--- src/rtl/parc_mem_arbiter.sv ---
// parc_mem_arbiter: merges the PARCv2 core's imem and dmem request ports onto
// one shared memory port and steers the in-order responses back using a
// small tag FIFO (tag 1 = dmem, 0 = imem).
// Optional build macro PARC_MEM_ARB_RR_EN selects round-robin grant on
// contention; undefined gives fixed dmem-over-imem priority.
module parc_mem_arbiter #(
  parameter int p_depth    = 4,
  parameter int p_ptr_bits = 2
) (
  input  logic        clk,
  input  logic        reset,
  input  logic [66:0] imemreq_msg,
  input  logic        imemreq_val,
  output logic        imemreq_rdy,
  output logic [34:0] imemresp_msg,
  output logic        imemresp_val,
  input  logic [66:0] dmemreq_msg,
  input  logic        dmemreq_val,
  output logic        dmemreq_rdy,
  output logic [34:0] dmemresp_msg,
  output logic        dmemresp_val,
  output logic [66:0] memreq_msg,
  output logic        memreq_val,
  input  logic        memreq_rdy,
  input  logic [34:0] memresp_msg,
  input  logic        memresp_val,
  output logic        resp_err
);

  localparam logic [p_ptr_bits:0] DEPTH_C = (p_ptr_bits+1)'(p_depth);

  logic [p_depth-1:0]    tag_q, tag_d;
  logic [p_ptr_bits-1:0] rd_ptr_q, rd_ptr_d, wr_ptr_q, wr_ptr_d;
  logic [p_ptr_bits:0]   count_q, count_d;
  logic                  resp_err_q, resp_err_d;

  logic full, any_val, gnt_dmem, enq, deq, spurious, head_tag;

  // Full gating uses only the registered count, so memreq_rdy never
  // reaches memreq_val combinationally.
  assign full     = (count_q == DEPTH_C);
  assign any_val  = imemreq_val | dmemreq_val;

`ifdef PARC_MEM_ARB_RR_EN
  logic last_dmem_q, last_dmem_d;

  // Contention goes to whichever port lost the last accepted transfer.
  always_comb begin
    gnt_dmem = dmemreq_val | ~imemreq_val;
    if (dmemreq_val && imemreq_val) gnt_dmem = ~last_dmem_q;
  end

  // Remember who won, but only when a transfer actually happened.
  always_comb begin
    last_dmem_d = last_dmem_q;
    if (enq) last_dmem_d = gnt_dmem;
  end

  // Reset to 0 so the first contention goes to dmem.
  always_ff @(posedge clk or negedge reset) begin
    if (!reset) last_dmem_q <= 1'b0;
    else        last_dmem_q <= last_dmem_d;
  end
`else
  // Fixed priority; with nothing valid the select rests on dmem.
  assign gnt_dmem = dmemreq_val | ~imemreq_val;
`endif

  // Request side: outputs forced low while reset is held.
  assign memreq_val  = reset & any_val & ~full;
  assign memreq_msg  = gnt_dmem ? dmemreq_msg : imemreq_msg;
  assign dmemreq_rdy = memreq_val & memreq_rdy & gnt_dmem;
  assign imemreq_rdy = memreq_val & memreq_rdy & ~gnt_dmem;
  assign enq         = memreq_val & memreq_rdy;

  // Response side: zero-latency steering by the head tag.
  assign head_tag     = tag_q[rd_ptr_q];
  assign deq          = reset & memresp_val & (count_q != '0);
  assign spurious     = reset & memresp_val & (count_q == '0);
  assign dmemresp_val = deq & head_tag;
  assign imemresp_val = deq & ~head_tag;
  assign dmemresp_msg = memresp_msg;
  assign imemresp_msg = memresp_msg;
  assign resp_err     = resp_err_q;

  // Tag FIFO next state; pointers wrap naturally at p_depth.
  always_comb begin
    tag_d      = tag_q;
    wr_ptr_d   = wr_ptr_q;
    rd_ptr_d   = rd_ptr_q;
    count_d    = count_q;
    resp_err_d = resp_err_q | spurious;
    if (enq) begin
      tag_d[wr_ptr_q] = gnt_dmem;
      wr_ptr_d        = wr_ptr_q + 1'b1;
    end
    if (deq) rd_ptr_d = rd_ptr_q + 1'b1;
    case ({enq, deq})
      2'b10:   count_d = count_q + (p_ptr_bits+1)'(1);
      2'b01:   count_d = count_q - (p_ptr_bits+1)'(1);
      default: count_d = count_q;
    endcase
  end

  // State registers; reset drops every outstanding tag and the error flag.
  always_ff @(posedge clk or negedge reset) begin
    if (!reset) begin
      tag_q      <= '0;
      wr_ptr_q   <= '0;
      rd_ptr_q   <= '0;
      count_q    <= '0;
      resp_err_q <= 1'b0;
    end else begin
      tag_q      <= tag_d;
      wr_ptr_q   <= wr_ptr_d;
      rd_ptr_q   <= rd_ptr_d;
      count_q    <= count_d;
      resp_err_q <= resp_err_d;
    end
  end

endmodule
--- config.mk ---
export PLATFORM = sky130hd
export DESIGN_NAME = parc_mem_arbiter
export DESIGN_NICKNAME = d
export VERILOG_FILES = /design/src/rtl/parc_mem_arbiter.sv
export SDC_FILE = /design/constraint.sdc
export NUM_CORES = 1
export LEC_CHECK = 0
export BUFFER_PORTS_ARGS = -buffer_cell sky130_fd_sc_hd__buf_2
export CORE_AREA = 4 4 120 122
export CTS_CLUSTER_SIZE = 12
export DETAILED_ROUTE_END_ITERATION = 6
export DIE_AREA = 0 0 124 126
export HOLD_SLACK_MARGIN = 0.1
export PLACE_DENSITY = 0.5
export SLEW_MARGIN = 20
export SYNTH_ARGS = -nofsm -noshare
export SYNTH_HDL_FRONTEND = slang
export SYNTH_SLANG_ARGS = --single-unit
--- constraint.sdc ---
create_clock -name clk -period 2.36 [get_ports clk]
set_input_delay 0.118 -clock clk [delete_from_list [all_inputs] [get_ports clk]]
set_output_delay 0.118 -clock clk [all_outputs]
set_load 0.03 [all_outputs]
## After elaboration in Yosys (flattened, before gate mapping)

Cells that the tools add are included.

| storage, ports and cells | value |
|---|---|
| register bits | 12 |
| input bits | 175 |
| output and inout bits | 143 |
| word-level logic and storage cells | 43 |

| cells by class | value |
|---|---|
| $add $sub $neg | 4 |
| order comparisons | 3 |
| multiplexer cells | 7 |
| eq/ne operators | 3 |
| bitwise gates (word level) | 17 |
| reductions and logical operators | 4 |

Operators by type and width:

| cell | count |
|---|---|
| two-way mux 67 bit | 1 |
| AND 1 bit | 10 |
| < comparator 2 x 3 -> 1 bit (second input constant) | 2 |
| one-hot mux 3 bit (2 select lines) | 1 |
| adder 2 x 1 -> 2 bit (second input constant) | 2 |
| bitwise mux 4 bit | 1 |
| inverter 1 bit | 4 |
| adder 3 x 1 -> 3 bit (second input constant) | 1 |
| == test 3 bit (second input constant) | 1 |
| logical NOT 3 bit | 1 |
| OR 1 bit | 3 |
| nonzero test 3 bit | 1 |
| subtractor 3 x 1 -> 3 bit (second input constant) | 1 |
| binary-select mux 1 bit (select 2 bit) | 1 |
| demux 1 bit (select 2 bit) | 1 |
| == test 2 x 1 -> 1 bit (second input constant) | 1 |
| == test 2 bit (second input constant) | 1 |
| greater-or-equal comparator 2 x 1 -> 1 bit (second input constant) | 1 |
| two-way mux 1 bit | 2 |
| nonzero test 2 bit | 1 |
| logical AND 1 bit | 1 |

## Longest topological paths before layout

| logic depth | value |
|---|---|
| depth after elaboration | 6 |
| mapped depth | 9 |

## Least setup slack after synthesis

OpenSTA, ideal clock, no wires.

| timing | value |
|---|---|
| kind | reg-to-reg |
| start | register count_q[0] |
| end | register count_q[2] |
| path slack | 0.329 ns |
| clock period less this slack | 2.031 ns |
| data arrival time | 1.952 ns |
| cell stages (with the launch flop) | 10 |
| path through | dfrtp_1 or3b_1 buf_6 nand2_2 ha_1 inv_1 fa_1 xor2_1 nor2_1 xor2_1 |

| on the way | value |
|---|---|
| word-level cells in the longest chain between the ends | 6 |
| elaborated cells on any way between the ends | 12 |
| those cells by class | 2 x add/sub; 3 x eq/ne; 1 x mux; 4 x bitwise; 2 x reduce/logical |

Ends and longest elaborated chain:

| what | line | text |
|---|---|---|
| start, declared | 34 | `logic [p_ptr_bits:0] count_q, count_d;` |
| start signal, assigned | 117 | `count_q <= count_d;` |
| == test 3 bit | 41 | `assign full = (count_q == DEPTH_C);` |
| inverter 1 bit | 70 | `assign memreq_val = reset & any_val & ~full;` |
| AND 1 bit | 70 |  |
| AND 1 bit | 74 | `assign enq = memreq_val & memreq_rdy;` |
| == test 2 x 1 -> 1 bit or == test 2 bit (tied branches) | 98 | `case ({enq, deq})` |
| one-hot mux 3 bit (2 select lines) or nonzero test 2 bit (tied branches) | n/a |  |

Several ways; a longest one is shown, not always the timed one.
A chain may end at the register's enable or synchronous reset.

## Worst setup path in the final report

Same ends and word-level chain as after synthesis.

==> metrics <==
Post-Synthesis Cells 200; Port Buffers 212; crit path launch count_q[0]$_DFFE_PN0P_; num rows 42; die height 126 um; Setup CP Type register to register; DRC viols 0; first-pass GRT wire length 12300 um; DR WL/cell 18.6 um; status finished, final reports clean; initial antenna violation count 0; Yosys top cell by area mux2_2; Most common cell on crit path xor2_1; logic gate share of total power 55.8%; clock network fraction of total power 20.3%; top-count cell post-synth buf_4; ratio of cells with drive above 1 in the final layout 85.6%; critical path's slowest cell or3b_1; achievable frequency 456 MHz; TritonCTS buffer count 3; buffer and inverter count on the worst path 1; CORE AREA 13200 um^2; cell family with most CP delay simple AND/OR/NAND/NOR gates; switching part of the total 42.2%; Req. time, crit path 2.52 ns; post-placement setup slack 0.174 ns; Largest stage delay, worst path 0.50 ns; 1st-iter DRT viols 46; sequential power share 23.9%; min-delay src memresp_val; Mapped Area 1990 um^2; PwrDens 596 nW/um^2; Syn Nets 381; drt via density 3.77; part of the cycle the worst path needs 92.9%; Leakage 1.45 nW; Synth top cells by count 70 x buf_4, 66 x mux2_2, 12 x dfrtp_1, 8 x buf_2; vias 1945; RD Place Congestion 0.808; number of setup buffers added after CTS 0; # nets final 522; Synth Warn # 0; max cap viols 0; number of global-route vias before repair 2037; setup slack, reg-to-reg 0.17 ns; setup TNS 0 ns; CP Max Fanout 7; main flop type after synthesis dfrtp_1; Pint 0.973 mW; critical path cell sequence or3b_1, nand2_2, ha_1, inv_1, fa_1, xor2_1, nor2_1, xor2_1; final worst path period need 2.19 ns; post-route ant nets 0; total gr overflow 0; area taken by multi-input logic gates 1100 um^2; Seq. cell area 300 um^2; Max Slew Vio Count 0; Post-synth EDFFs 0; worst skew pair latency 0.24 ns; Die X-Extent 124 um; drt first pass iters 4; Worst slew margin 77.8%; Synth Area per Inst 9.93 um^2; total power 1.68 mW; Final setup viols 0; Antenna Cells 0; worst r2r src count_q[0]$_DFFE_PN0P_; WL final 9620 um; clock slew at reported path FFs 0.04 ns; starting density of the core 15.1%; RSZ-0062 raised after global routing no; synthesis-stage register bit count 12; Fin. Hold Viols 0; htree depth 1; top cells by area, synth mux2_2 37%, buf_4 26%, dfrtp_1 15%; largest net degree at the start of global routing 55; Fin Clk Skew 0.00201 ns; worst-case clock buffer depth 2; CP endpoint kind register; clk root buf clkbuf_16; # IOs 318; Area growth, synth to finish 42.2%; final worst setup slack 0.168 ns; register area share after synthesis 15.1%; CP arrival 2.36 ns; CTS sink cnt 12; class of the worst hold path input port to register; TritonCTS clock tree built; global-route usage over all layers 10.7%; Die Area 15600 um^2; Yosys top cell area share 37.4%; Async SR Flop Fraction 100%; Synth cell types 27; Net Sw Power 0.712 mW; Slew @ Worst Pin 0.332 ns; Peak VDD IR 230 uV; fill count 1461; detailed placer's ending HPWL 8700 um; Startpoint Class register
cells by family after synthesis:
group,synth area share [%]
buf+inv,30.0
mux,40.2
compound gates,5.04
flops,15.1
simple gates,2.90
xor+xnor,2.65
fa+ha+maj,4.16
registers in the layout, summed over array words and instances (netlist names):
register and count:
tag_q 4, count_q 3, resp_err 1, wr_ptr_q 2, rd_ptr_q 2
stage by stage:
step                instance area (um^2)  instances  hold WS, ns  util (%)
finish                              2830        516        0.147      21.4
global route                        2830        516        0.150      21.4
CTS                                 2830        516        0.144      21.4
detailed placement                  2730        511       0.0301      20.7
global placement                    2730        511       0.0273      20.7
floorplan                           1990        200       -0.178         -
power by group through the flow:
stage / Combinational, mW / Sequential [mW] / Clock (mW)
floorplan: 0.848 / 0.398 / 0
global placement: 0.931 / 0.400 / 0
detailed placement: 0.946 / 0.407 / 0
CTS: 0.955 / 0.405 / 0.346
global route: 1.02 / 0.419 / 0.359
finish: 0.940 / 0.402 / 0.343
area by class of cell:
class                           count  area share [%]
Inverter                            5           0.664
Sequential cell                    12            10.6
Clock buffer                        4            3.14
Tap cell                          176            7.79
Timing Repair Buffer              215            38.9
Multi-Input combinational cell    104            38.9
repair_timing:
| action | 4_1_cts | 5_1_grt |
|---|---|---|
| resized for setup | 0 | 0 |
| hold buffers | 1 | 0 |
| endpoints found under the hold margin | 12 | 0 |
metal layers:
layer,share of wire (%),up-vias,global-route usage [%]
met2,46,150,17.9
met4,2.0,0,2.96
met1,33,869,10.7
met3,19,20,7.31
li1,-,906,-
met5,0,-,0
worst paths after layout:
check | cells after the start | endpoint
setup / recovery | 8 | count_q[2]$_DFFE_PN0P_
hold / removal | 2 | resp_err$_DFF_PN0_
hold reg to reg | 1 | resp_err$_DFF_PN0_
min in group asynchronous | 2 | rd_ptr_q[0]$_DFFE_PN0P_
max in group asynchronous | 2 | tag_q[3]$_DFFE_PN0P_
setup reg to reg | 8 | count_q[2]$_DFFE_PN0P_
cells in the final DEF, fill, tap and decap left out, drive strengths merged:
| cell type | synthesis | routed |
|---|---|---|
| dlygate4sd3 | 0 | 1 |
| xnor2 | 3 | 3 |
| ha | 5 | 5 |
| fa | 1 | 1 |
| a31o | 1 | 1 |
| o311a | 1 | 1 |
| nor2b | 2 | 2 |
| nand2 | 2 | 2 |
| nor3 | 1 | 1 |
| dfrtp | 12 | 12 |
| mux2 | 68 | 68 |
| a31oi | 4 | 4 |
| and2 | 1 | 1 |
| inv | 5 | 5 |
| and3 | 1 | 1 |
| mux4 | 1 | 1 |
| nor2 | 2 | 2 |
| clkbuf | 0 | 4 |
| xor2 | 3 | 3 |
| mux2i | 1 | 1 |
| or3b | 1 | 1 |
| buf | 79 | 214 |
| a41oi | 4 | 4 |
| o211a | 2 | 2 |
worst register-to-register path, stage by stage (launching register included):
cell and delay [ns]:
dfrtp_1 0.42, or3b_1 0.50, nand2_2 0.16, ha_1 0.20
inv_1 0.06, fa_1 0.37, xor2_1 0.15, nor2_1 0.12
xor2_1 0.15
Power figures use the tool's default switching activity.
